$ cat src/rtl/sprite_arb_pkg.sv
// Shared defaults and types for the sprite ROM arbiter and its round-robin picker.
package sprite_arb_pkg;

  localparam int NREQ_DEF = 4;
  localparam int AW_DEF   = 15;
  localparam int DW_DEF   = 4;
  localparam int CNT_W    = 16;

  typedef logic [NREQ_DEF-1:0] req_vec_t;

  // Width of an index into NREQ requesters (at least one bit).
  function automatic int idx_w(input int n);
    return (n > 1) ? $clog2(n) : 1;
  endfunction

endpackage

$ cat src/rtl/sprite_rom_arbiter_rr_pick.sv
// Combinational round-robin picker: the first requester at or above ptr_i,
// wrapping from NREQ-1 back to 0. Produces both one-hot and binary forms.
module rr_pick
  import sprite_arb_pkg::*;
#(
  parameter int NREQ = NREQ_DEF,
  parameter int IW   = idx_w(NREQ)
) (
  input  logic [NREQ-1:0] req_i,
  input  logic [IW-1:0]   ptr_i,
  output logic            any_o,
  output logic [NREQ-1:0] onehot_o,
  output logic [IW-1:0]   idx_o
);

  always_comb begin
    logic [IW-1:0] j;
    j        = '0;
    any_o    = 1'b0;
    onehot_o = '0;
    idx_o    = '0;
    for (int k = 0; k < NREQ; k++) begin
      j = IW'((int'(ptr_i) + k) % NREQ);
      if (!any_o && req_i[j]) begin
        any_o       = 1'b1;
        onehot_o[j] = 1'b1;
        idx_o       = j;
      end
    end
  end

endmodule

$ cat src/rtl/sprite_rom_arbiter.sv
// Round-robin arbiter sharing one sprite ROM between NREQ pixel pipelines.
// Optional per-requester grant counters are built when SPRITE_ARB_STATS_EN is defined.
module sprite_rom_arbiter
  import sprite_arb_pkg::*;
#(
  parameter int NREQ    = NREQ_DEF,
  parameter int AW      = AW_DEF,
  parameter int DW      = DW_DEF,
  parameter int ROM_LAT = 1
) (
  input  logic               vga_clk,
  input  logic               reset,
  input  logic               frame_start,
  input  logic [NREQ-1:0]    req,
  input  logic [NREQ*AW-1:0] req_addr,
  output logic [NREQ-1:0]    gnt,
  output logic               rom_en,
  output logic [AW-1:0]      rom_addr,
  input  logic [DW-1:0]      rom_q,
  output logic [NREQ-1:0]    rsp_valid,
  output logic [DW-1:0]      rsp_data
`ifdef SPRITE_ARB_STATS_EN
  ,
  output logic [NREQ*CNT_W-1:0] grant_cnt
`endif
);

  localparam int IW = idx_w(NREQ);

  logic [IW-1:0]   ptr_q, ptr_d;
  logic [NREQ-1:0] gnt_q, gnt_d;
  logic            en_q;
  logic [AW-1:0]   addr_q, addr_d;
  logic [NREQ-1:0] id_q [ROM_LAT];

  logic [NREQ-1:0] masked_req, pick_req, pick_oh;
  logic            pick_any;
  logic [IW-1:0]   pick_idx;

  // A requester still sees its own gnt this cycle and has not dropped req yet,
  // so it is masked out unless nobody else is asking.
  assign masked_req = req & ~gnt_q;
  assign pick_req   = (masked_req != '0) ? masked_req : req;

  rr_pick #(
    .NREQ (NREQ),
    .IW   (IW)
  ) u_pick (
    .req_i    (pick_req),
    .ptr_i    (ptr_q),
    .any_o    (pick_any),
    .onehot_o (pick_oh),
    .idx_o    (pick_idx)
  );

  always_comb begin
    gnt_d  = pick_oh;
    addr_d = '0;
    ptr_d  = ptr_q;
    if (pick_any) begin
      addr_d = req_addr[int'(pick_idx)*AW +: AW];
      ptr_d  = (pick_idx == IW'(NREQ-1)) ? '0 : pick_idx + IW'(1);
    end
    if (frame_start) begin
      ptr_d = '0;
    end
  end

  always_ff @(posedge vga_clk) begin
    if (reset) begin
      ptr_q  <= '0;
      gnt_q  <= '0;
      en_q   <= 1'b0;
      addr_q <= '0;
      for (int k = 0; k < ROM_LAT; k++) begin
        id_q[k] <= '0;
      end
    end else begin
      ptr_q  <= ptr_d;
      gnt_q  <= gnt_d;
      en_q   <= pick_any;
      addr_q <= addr_d;
      // Grant ID rides alongside the ROM read so the response lands on its owner.
      id_q[0] <= gnt_q;
      for (int k = 1; k < ROM_LAT; k++) begin
        id_q[k] <= id_q[k-1];
      end
    end
  end

  assign gnt       = gnt_q;
  assign rom_en    = en_q;
  assign rom_addr  = addr_q;
  assign rsp_valid = id_q[ROM_LAT-1];
  assign rsp_data  = (rsp_valid != '0) ? rom_q : '0;

`ifdef SPRITE_ARB_STATS_EN
  logic [CNT_W-1:0] cnt_q [NREQ];

  always_ff @(posedge vga_clk) begin
    if (reset) begin
      for (int i = 0; i < NREQ; i++) begin
        cnt_q[i] <= '0;
      end
    end else begin
      for (int i = 0; i < NREQ; i++) begin
        if (frame_start) begin
          cnt_q[i] <= {{(CNT_W-1){1'b0}}, gnt_d[i]};
        end else if (gnt_d[i] && (cnt_q[i] != {CNT_W{1'b1}})) begin
          cnt_q[i] <= cnt_q[i] + CNT_W'(1);
        end
      end
    end
  end

  always_comb begin
    grant_cnt = '0;
    for (int i = 0; i < NREQ; i++) begin
      grant_cnt[i*CNT_W +: CNT_W] = cnt_q[i];
    end
  end
`endif

endmodule

$ cat config.mk
export PLATFORM = sky130hd
export DESIGN_NAME = sprite_rom_arbiter
export DESIGN_NICKNAME = d
export VERILOG_FILES = /design/src/rtl/sprite_arb_pkg.sv /design/src/rtl/sprite_rom_arbiter_rr_pick.sv /design/src/rtl/sprite_rom_arbiter.sv
export SDC_FILE = /design/constraint.sdc
export NUM_CORES = 1
export LEC_CHECK = 0
export BUFFER_PORTS_ARGS = -buffer_cell sky130_fd_sc_hd__buf_2
export CELL_PAD_IN_SITES_DETAIL_PLACEMENT = 1
export CELL_PAD_IN_SITES_GLOBAL_PLACEMENT = 2
export CORE_UTILIZATION = 24
export DETAILED_ROUTE_END_ITERATION = 7
export PLACE_DENSITY = 0.84
export SYNTH_ARGS = -nofsm -noshare
export SYNTH_HDL_FRONTEND = slang
export SYNTH_SLANG_ARGS = --single-unit
$ cat constraint.sdc
create_clock -name vga_clk -period 3.1 [get_ports vga_clk]
set_input_delay 0.93 -clock vga_clk [delete_from_list [all_inputs] [get_ports vga_clk]]
set_output_delay 0.93 -clock vga_clk [all_outputs]
set_load 0.02 [all_outputs]
==> impl_metrics.ini <==
[synth]
synth_cell_types = 32
synthAdderAreaFrac_pct = 3.04
synth_compound_area_share_pct = 21.2
ys.flop_type = dfxtp_1
synth-simple-area-share_pct = 14.5
syn_avg_cell_area_um2 = 10.0
yosysWarnings = 0
synth_xor_area_share_pct = 1.67
synth_nets = 239
async_reset_ff_share_pct = 0
synth.cell_area_um2 = 1650
synth_mux_area_share_pct = 24.8
ys_seq_area_share_pct = 31.6
synth_top_family_by_area = multiplexers
synthCells = 164
synth_edf_count = 0
ys_ff_latch = 26

[final_layout]
area_delta_synth_final_pct = 43.3
final_nets = 346
drive_gt1_share_pct = 45.6
antenna_cells = 0

[sta]
finalMaxSlewViolations = 0
worstMarginPinSlew_ns = 0.592
fin_crit_ns = 2.76
rsz0062_at_grt = false
max_freq_mhz = 363
slew_headroom_pct = 60.2
skew_ns = 0.0161
hold_ws_ns = 0.514
finalSetupViolCount = 0
hold_violations = 0
tns_ns = 0
finalCritPeriodShare_pct = 88.9

[cts]
clock_path_buffers = 2
clock-root-buffer = clkbuf_8
cts_tree = built
clkLatencyLatePin_ns = 0.28
htree_levels = 1
cts_resized = 0
numCtsBuffers = 3
clkSlewWorstSetupHoldPaths_ns = 0.10
postCtsHoldBufs = 0
cts.sinks = 26
cts_setup_buffers = 0

[worst_setup_path]
endpoint_kind = flip-flop
crit_path_max_fanout = 16
worstSetupStartpoint = req[3]
cp.required_ns = 3.27
reg2reg_from = ptr_q[1]$_SDFFE_PP0P_
worstPathArrival_ns = 2.93
start_kind = input port
critPathKind = in2reg

[routing]
detail_route.first_pass.iterations = 8
ant_nets = 0
via_count = 1765
dr.first_iter.drc_count = 44
drt_wl_total_um = 5310
post-route-drc-count = 6
vias_per_cell = 5.09
wire_per_inst_um = 15.3

[global_routing]
antenna_found_initial = 0
grt_pass1_wl_um = 8250
grt.total_usage_pct = 14.5
grt_overflow = 0
grt_pass1_vias = 1769
grt_max_degree = 17

[worst_hold_path]
hold_path_class = reg2reg
hp-start = gnt[3]$_SDFF_PP0_

[floorplan]
start_util_pct = 25.4
rows = 29
design.core.area_um2 = 6490
num_io_pins = 99
dieWidth_um = 84.8
die-area_um2 = 7200
dieHeight_um = 84.8

[placement]
port_buffers = 98
gp_congestion = 0.779
place.detailed.hpwl_um = 4370

[pwr]
p_leak_uw = 0.00119
vdd.ir_drop.worst_uv = 324
power_density_nw_per_um2 = 1210

[outcome]
outcome = finished with violations
violations = DRC

[job]
drv_cap = 0
## flip-flops by register name (all words and copies together), names as in the netlist
signal,flops
id_q,4
gnt,4
rom_en,1
ptr_q,2
rom_addr,15
## Yosys cell counts (2+ instances only)
master	n	area share (%)
mux2i_1	34	21
dfxtp_1	26	32
o22ai_1	15	5.7
nor2b_1	12	4.6
o21ai_0	7	2.1
a21oi_1	6	1.8
a22o_1	5	2.7
nand2_1	5	1.1
nor2_1	5	1.1
a41o_1	4	2.4
ha_1	4	3.0
nor3_1	4	1.2
a41oi_1	3	1.6
buf_6	3	2.1
clkbuf_1	3	0.68
mux4_2	3	4.1
nand3_1	3	0.91
o211ai_1	3	1.4
and3_1	2	0.76
nand2b_2	2	1.1
nand2b_4	2	1.7
nand4_1	2	0.76
o2111ai_1	2	1.1
## cells by family (layout without fill, tap and decap cells)
logic type,count (synthesis),count (layout)
AOI/OAI and AO/OA,48,48
and+or+nand+nor,40,40
muxes,37,37
DFF,26,26
buffers and inverters,8,114
adders and majority gates,4,4
xor gates and xnor gates,1,1
## placed cells by master, fill, tap and decap left out, types with 2 or more instances in the layout
master and count:
mux2i_1 34, a21oi_1 6, mux4_2 3, buf_2 98
nand3_1 3, o2111ai_1 2, o22ai_1 15, nand2b_2 2
a41oi_1 3, buf_12 2, nand4_1 2, o21ai_0 7
o211ai_1 3, ha_1 4, buf_4 8, nor2b_1 12
nand2b_4 2, nor3_1 4, a22o_1 5, clkbuf_8 3
dfxtp_1 26, and3_1 2, nand2_1 5, a41o_1 4
nor2_1 5
## metrics by stage
step | area, um^2 | setup WS (ns) | power, uW | std cells | utilization (%)
after global placement | 2290 | 0.0829 | 2570 | 343 | 35.2
after global routing | 2360 | 0.240 | 3060 | 347 | 36.3
final | 2360 | 0.344 | 2860 | 347 | 36.3
after CTS | 2360 | 0.332 | 2890 | 347 | 36.3
after floorplan | 1650 | 0.270 | 2060 | 164 | -
after detailed placement | 2290 | 0.0193 | 2590 | 343 | 35.2
## per-layer routing
metal,track usage (%),up-vias,share of wire [%]
met2,27.4,42,54
met4,7.70,0,2.8
li1,-,857,-
met5,0,-,0
met3,2.04,10,3.4
met1,15.6,856,39
## worst max-delay path, stage by stage
cell,delay (ns)
buf_2,0.13
nor2b_1,0.26
a41oi_1,0.14
mux4_2,0.56
o21ai_4,0.20
xnor2_4,0.17
buf_12,0.20
mux2i_1,0.23
o22ai_1,0.11
## path summary, 6_finish.rpt
kind,end,slack (ns),cells past startpoint
setup / recovery,rom_addr[9]$_SDFF_PP0_,0.34,9
hold reg to reg,id_q[0][3]$_SDFF_PP0_,0.51,1
hold / removal,id_q[0][3]$_SDFF_PP0_,0.51,1
setup reg to reg,rom_addr[9]$_SDFF_PP0_,0.62,8
## final cells by class
cell class	instances	area, um^2
clock inverter	1	30.0
tap	77	96.3
fill	795	4140
timing repair buffer	108	591
clock buffer	3	41.3
inverter	2	7.51
multi-input combinational	130	1070
sequential	26	520
## power breakdown
group	switching [uW]	total [uW]	internal [uW]
Combinational	1070	2040	972
Clock	113	286	173
Sequential	66.2	528	462
Total	1250	2860	1610
(Power assumes the default switching activity.)
